$ cat src/rtl/rv32i_ctrl_pkg.sv
// Shared control package for the RV32I 5-stage core.
// Holds the hazard-controller state type, the x0 register address and the
// major opcode values used by the decode logic.
package rv32i_ctrl_pkg;

  typedef enum logic [1:0] {
    RUN        = 2'd0,
    LOAD_STALL = 2'd1,
    FLUSH      = 2'd2
  } hz_state_t;

  localparam logic [4:0] REG_ZERO = 5'd0;

  // Major opcodes (inst[6:0])
  localparam logic [6:0] OPC_LUI    = 7'b0110111;
  localparam logic [6:0] OPC_AUIPC  = 7'b0010111;
  localparam logic [6:0] OPC_JAL    = 7'b1101111;
  localparam logic [6:0] OPC_JALR   = 7'b1100111;
  localparam logic [6:0] OPC_BRANCH = 7'b1100011;
  localparam logic [6:0] OPC_LOAD   = 7'b0000011;
  localparam logic [6:0] OPC_STORE  = 7'b0100011;
  localparam logic [6:0] OPC_OP_IMM = 7'b0010011;
  localparam logic [6:0] OPC_OP     = 7'b0110011;

endpackage

$ cat src/rtl/hazard_perf_cnt.sv
// Free-running performance counter with synchronous clear and increment enable.
// Wraps modulo 2^CntW.
// Ports:
//   clk_i  clock, rising edge
//   clr_i  synchronous clear (wins over inc_i)
//   inc_i  add one this cycle
//   cnt_o  current count
module hazard_perf_cnt #(
  parameter int unsigned CntW = 32
) (
  input  logic            clk_i,
  input  logic            clr_i,
  input  logic            inc_i,
  output logic [CntW-1:0] cnt_o
);

  logic [CntW-1:0] cnt_d, cnt_q;

  always_comb begin
    cnt_d = cnt_q;
    if (clr_i) begin
      cnt_d = '0;
    end else if (inc_i) begin
      cnt_d = cnt_q + CntW'(1);
    end
  end

  always_ff @(posedge clk_i) begin
    cnt_q <= cnt_d;
  end

  assign cnt_o = cnt_q;

endmodule

$ cat src/rtl/hazard_ctrl.sv
// Pipeline hazard controller for the RV32I 5-stage core.
// Sequences load-use bubbles, taken-branch flushes and data-memory freezes,
// and keeps stall/flush performance counters.
// Ports:
//   clk, rst (sync, active-high)
//   id_rs1, id_rs2      source registers leaving Decode
//   ex_rd, ex_memread   destination / load flag of the EX instruction
//   branch_taken        EX resolved a taken control transfer
//   dmem_busy           data memory stalls the whole pipe
//   pc_write, ifid_write, idex_write, exmem_write  pipeline register enables
//   stall, flush        Decode control
//   stall_cycles, flush_events  performance counters
module hazard_ctrl
  import rv32i_ctrl_pkg::*;
#(
  parameter int unsigned LOAD_USE_CYCLES = 1,
  parameter int unsigned FLUSH_CYCLES    = 1,
  parameter int unsigned CNT_W           = 32
) (
  input  logic             clk,
  input  logic             rst,
  input  logic [4:0]       id_rs1,
  input  logic [4:0]       id_rs2,
  input  logic [4:0]       ex_rd,
  input  logic             ex_memread,
  input  logic             branch_taken,
  input  logic             dmem_busy,
  output logic             pc_write,
  output logic             ifid_write,
  output logic             idex_write,
  output logic             exmem_write,
  output logic             stall,
  output logic             flush,
  output logic [CNT_W-1:0] stall_cycles,
  output logic [CNT_W-1:0] flush_events
);

  hz_state_t  state_d, state_q;
  logic [2:0] cnt_d, cnt_q;
  logic       lu;
  logic       stall_inc, flush_inc;

  assign lu = ex_memread && (ex_rd != REG_ZERO) &&
              ((ex_rd == id_rs1) || (ex_rd == id_rs2));

  always_comb begin
    state_d     = state_q;
    cnt_d       = cnt_q;
    pc_write    = 1'b1;
    ifid_write  = 1'b1;
    idex_write  = 1'b1;
    exmem_write = 1'b1;
    stall       = 1'b0;
    flush       = 1'b0;
    stall_inc   = 1'b0;
    flush_inc   = 1'b0;

    if (rst) begin
      pc_write    = 1'b0;
      ifid_write  = 1'b0;
      idex_write  = 1'b0;
      exmem_write = 1'b0;
      state_d     = RUN;
      cnt_d       = 3'd0;
    end else if (dmem_busy) begin
      // Whole pipe holds; EX is frozen so branch/lu are re-seen afterwards.
      pc_write    = 1'b0;
      ifid_write  = 1'b0;
      idex_write  = 1'b0;
      exmem_write = 1'b0;
      stall_inc   = 1'b1;
    end else begin
      unique case (state_q)
        RUN, LOAD_STALL: begin
          if (branch_taken) begin
            // Also aborts a pending load-use stall.
            flush     = 1'b1;
            flush_inc = 1'b1;
            state_d   = RUN;
            if (FLUSH_CYCLES > 1) begin
              state_d = FLUSH;
              cnt_d   = 3'(FLUSH_CYCLES - 1);
            end
          end else if (state_q == LOAD_STALL || lu) begin
            stall      = 1'b1;
            pc_write   = 1'b0;
            ifid_write = 1'b0;
            stall_inc  = 1'b1;
            if (state_q == LOAD_STALL) begin
              cnt_d = cnt_q - 3'd1;
              if (cnt_q == 3'd1) state_d = RUN;
            end else if (LOAD_USE_CYCLES > 1) begin
              state_d = LOAD_STALL;
              cnt_d   = 3'(LOAD_USE_CYCLES - 1);
            end
          end
        end
        FLUSH: begin
          flush = 1'b1;
          cnt_d = cnt_q - 3'd1;
          if (cnt_q == 3'd1) state_d = RUN;
        end
        default: state_d = RUN;
      endcase
    end
  end

  always_ff @(posedge clk) begin
    state_q <= state_d;
    cnt_q   <= cnt_d;
  end

  hazard_perf_cnt #(
    .CntW (CNT_W)
  ) u_stall_cnt (
    .clk_i (clk),
    .clr_i (rst),
    .inc_i (stall_inc),
    .cnt_o (stall_cycles)
  );

  hazard_perf_cnt #(
    .CntW (CNT_W)
  ) u_flush_cnt (
    .clk_i (clk),
    .clr_i (rst),
    .inc_i (flush_inc),
    .cnt_o (flush_events)
  );

endmodule

$ cat config.mk
export PLATFORM = sky130hd
export DESIGN_NAME = hazard_ctrl
export DESIGN_NICKNAME = d
export VERILOG_FILES = /design/src/rtl/rv32i_ctrl_pkg.sv /design/src/rtl/hazard_perf_cnt.sv /design/src/rtl/hazard_ctrl.sv
export SDC_FILE = /design/constraint.sdc
export NUM_CORES = 1
export LEC_CHECK = 0
export BUFFER_PORTS_ARGS = -buffer_cell sky130_fd_sc_hd__buf_2
export CAP_MARGIN = 20
export CORE_MARGIN = 2
export CORE_UTILIZATION = 45
export CTS_CLUSTER_SIZE = 24
export DETAILED_ROUTE_END_ITERATION = 10
export GPL_ROUTABILITY_DRIVEN = 0
export PLACE_DENSITY = 0.73
export SLEW_MARGIN = 40
export SYNTH_ARGS = -nofsm -noshare
export SYNTH_HDL_FRONTEND = slang
export SYNTH_SLANG_ARGS = --single-unit
$ cat constraint.sdc
create_clock -name clk -period 2.2 [get_ports clk]
set_clock_uncertainty 0.1 [all_clocks]
set_input_delay 0 -clock clk [delete_from_list [all_inputs] [get_ports clk]]
set_output_delay 0 -clock clk [all_outputs]
set_load 0.005 [all_outputs]
==> results.txt <==
----------------------------------------------------
[Cells and area]
  Share of post-route cells with drive strength above 1 ... 0.259
  Area of all sequential standard cells ... 1380 um2
  Final instance area ... 4250 um2
  Number of diodes added for antenna fixing ... 0
  Total area of multi-input combinational cells ... 1880 um2
  Layout Area Growth over Synthesis ... 25.6%
  Final net count ... 521
  Count of fill cells added during filler insertion ... 678
  Final core occ ... 0.587

[Logic synthesis]
  Number of synthesized register bits ... 69
  List of most frequent post-synthesis cells ... 69 x sky130_fd_sc_hd__dfxtp_1, 40 x sky130_fd_sc_hd__nor2_1, 38 x sky130_fd_sc_hd__a21oi_1, 28 x sky130_fd_sc_hd__xor2_1, 23 x sky130_fd_sc_hd__nand2_1
  Net count after synthesis ... 425
  Warnings, synthesis ... 0
  Synthesized area per cell ... 8.45 um2
  Area leader, netlist ... sky130_fd_sc_hd__dfxtp_1
  Share of flip-flops with an asynchronous set or reset after synthesis ... 0
  Number of unique standard cell types used by synthesis ... 36
  Share of Yosys cell area claimed by the top area cell type ... 0.408
  Cells taking the most area after synthesis ... sky130_fd_sc_hd__dfxtp_1 41%, sky130_fd_sc_hd__xor2_1 7.2%, sky130_fd_sc_hd__a21oi_1 5.6%, sky130_fd_sc_hd__nor2_1 4.4%, sky130_fd_sc_hd__or4_1 3.8%
  Synthesized cell area ... 3390 um2
  Top_reg_cell synth ... sky130_fd_sc_hd__dfxtp_1
  Post-synth EDFFs ... 0
  Sequential cell area fraction in the yosys report ... 0.408
  Cell count after synthesis ... 401
  Most frequent cell after synthesis ... sky130_fd_sc_hd__dfxtp_1

[GRT]
  First-pass GRT wire length ... 13.1 mm
  Pin count of the biggest net entering global routing ... 72
  Global-route total usage across every layer ... 0.190
  Number of global-route vias before repair ... 2,850
  Total gr overflow ... 0
  Initial antenna violation count ... 0

[Clocking]
  Library cell used as clock root buffer ... sky130_fd_sc_hd__clkbuf_8
  Worst-path clk slew ... 0.07 ns
  Clock tree from TritonCTS ... built
  Maximum clock insertion buffer count ... 2
  Number of levels in the clock H-tree ... 3
  Num CTS Buffers ... 9
  Worst skew pair latency ... 0.34 ns
  Number of sinks on the clock net ... 69

[Die]
  Height of the die ... 90.8 um
  Starting utilization of the core area ... 0.467
  Overall die area ... 8240 um2
  I/O Pins ... 90
  Core area ... 7250 um2
  Width of the die ... 90.8 um
  Site Rows ... 31

[Worst setup path]
  Crit-path max cell delay ... 0.74 ns
  Arrival time of the worst setup path ... 2.25 ns
  Critical Path RT ... 2.37 ns
  CP Launch Type ... flip-flop
  Family with the most delay on the worst path ... compound AO/OA/AOI/OAI gates
  Worst Path Buf+Inv ... 0
  Cell with the largest stage delay on the worst path ... sky130_fd_sc_hd__o41a_4
  Highest fanout seen on the critical path ... 59
  WS Path Type ... reg2reg
  CP cell instances ... o41a_4 -> or4_1 -> a21oi_1
  CP endpoint kind ... flip-flop

[Routing]
  Post-DR vias/cell ... 5.43
  Routed WL per cell ... 13.1 um
  Detailed Routing Iterations Pass 1 ... 6
  Number of nets with antenna violations after routing ... 0
  Post-detailed-routing wire length ... 7.88 mm
  Via count ... 3,263
  Drt first-iter violations ... 120
  DR DRC count ... 0

[Placement]
  Post-detailed-placement half-perimeter wirelength ... 5.44 mm
  Placed Area ... 3980 um2
  Place WS ... 0.0199 ns
  Port buffer count ... 89

[Power and ir drop]
  IR drop worst, VDD ... 0.000403 V
  Leakage power figure ... 1.69 nW
  Power per unit of standard cell area ... 627 nW/um2

[Timing]
  Maximum operating frequency ... 478 MHz
  Setup repair after global routing missed its margin ... false
  Final number of hold-violating endpoints ... 0
  Tightest slew margin relative to the limit ... 0.503
  Number of pins exceeding their max-slew limit in the final report ... 0
  Post-route setup slack ... 0.110 ns
  Final setup TNS ... 0 ns
  Number of failing setup endpoints in the final timing report ... 0
  Actual slew at the worst max-slew pin ... 0.745 ns
  Fin crit period ... 2.09 ns
  Part of the cycle the worst path needs ... 0.950

[Job]
  Maximum capacitance violations ... 0

[Status]
  Result of the run ... completed

[Min path]
  Hold Path Class ... in2reg

----------------------------------------------------
## repair_timing
item                       in CTS  in global routing
resized for setup               0                  3
hold buffers                    1                  0
hold endpoints to repair        2                  0
setup endpoints to repair       0                  7
setup buffers                   0                  1
## per-stage QoR
| stage | power (mW) | hold WS [ns] | std cells |
|---|---|---|---|
| detailed placement | 1.42 | 0.290 | 583 |
| finish | 2.67 | 0.0686 | 601 |
| global route | 2.77 | 0.115 | 601 |
| floorplan | 1.37 | 0.123 | 401 |
| global placement | 1.42 | 0.282 | 583 |
| CTS | 2.70 | 0.0485 | 600 |
## per-layer routing
| metal | GRT usage | part of all wire | wire length, um | vias up |
|---|---|---|---|---|
| met3 | 0.0334 | 0.049 | 388 | 10 |
| met1 | 0.254 | 0.47 | 3730 | 1520 |
| li1 | - | - | - | 1649 |
| met2 | 0.304 | 0.47 | 3670 | 84 |
| met5 | 0 | 0 | 0 | - |
| met4 | 0.0783 | 0.012 | 95 | 0 |
## cell usage in the layout, fill, tap and decap left out, types with 3 or more instances in the layout
| cell | count |
|---|---|
| sky130_fd_sc_hd__a21oi_1 | 38 |
| sky130_fd_sc_hd__and3_1 | 10 |
| sky130_fd_sc_hd__and4_1 | 8 |
| sky130_fd_sc_hd__buf_2 | 89 |
| sky130_fd_sc_hd__buf_4 | 19 |
| sky130_fd_sc_hd__bufinv_16 | 3 |
| sky130_fd_sc_hd__clkbuf_8 | 10 |
| sky130_fd_sc_hd__dfxtp_1 | 69 |
| sky130_fd_sc_hd__ha_1 | 4 |
| sky130_fd_sc_hd__inv_1 | 7 |
| sky130_fd_sc_hd__mux2i_1 | 3 |
| sky130_fd_sc_hd__nand2_1 | 23 |
| sky130_fd_sc_hd__nand3_1 | 21 |
| sky130_fd_sc_hd__nand4_1 | 18 |
| sky130_fd_sc_hd__nor2_1 | 40 |
| sky130_fd_sc_hd__nor3_1 | 5 |
| sky130_fd_sc_hd__o21ai_0 | 21 |
| sky130_fd_sc_hd__o31ai_1 | 16 |
| sky130_fd_sc_hd__or3_1 | 17 |
| sky130_fd_sc_hd__or4_1 | 17 |
| sky130_fd_sc_hd__or4b_1 | 3 |
| sky130_fd_sc_hd__xnor2_1 | 11 |
| sky130_fd_sc_hd__xor2_1 | 28 |
## worst min-delay path: cells and delay by family
family	cells	cell delay (ns)
XOR/XNOR	1	0.12
AND/OR/NAND/NOR	3	0.20
buffers and inverters	1	0.15
## state kept, by name, indices dropped and copies added (netlist names)
| name | cells |
|---|---|
| u_flush_cnt.cnt_o | 32 |
| u_stall_cnt.cnt_o | 32 |
| state_q | 2 |
| cnt_q | 3 |
## cells by family (layout without fill, tap and decap cells)
| family | after synthesis | after routing | share of synthesized area |
|---|---|---|---|
| xor+xnor | 39 | 39 | 0.101 |
| buf+inv | 31 | 132 | 0.0417 |
| mux | 3 | 3 | 0.00886 |
| fa+ha+maj | 4 | 4 | 0.0148 |
| compound gates | 80 | 80 | 0.138 |
| flops | 69 | 69 | 0.408 |
| simple gates | 175 | 175 | 0.288 |
## area by class of cell
cell class	instances	share of cell area
inverter	7	0.00618
clock buffer	10	0.0324
sequential	69	0.325
tap	99	0.0291
timing repair buffer	109	0.141
clock inverter	6	0.0259
multi-input combinational	301	0.441
## power breakdown
part | switching (mW) | internal (mW) | leakage (nW)
Combinational | 0.0805 | 0.0497 | 1.02
Sequential | 0.00761 | 1.25 | 0.556
Clock | 0.492 | 0.782 | 0.119
## path summary, 6_finish.rpt
path	start	endpoint	slack, ns	cells past startpoint
min	branch_taken	u_flush_cnt.cnt_o[2]	0.07	5
min reg2reg	u_stall_cnt.cnt_o[18]	u_stall_cnt.cnt_o[18]	0.40	2
max	state_q[1]	u_stall_cnt.cnt_o[31]	0.11	3
max reg2reg	state_q[1]	u_stall_cnt.cnt_o[31]	0.11	3
Power figures use the tool's default switching activity.
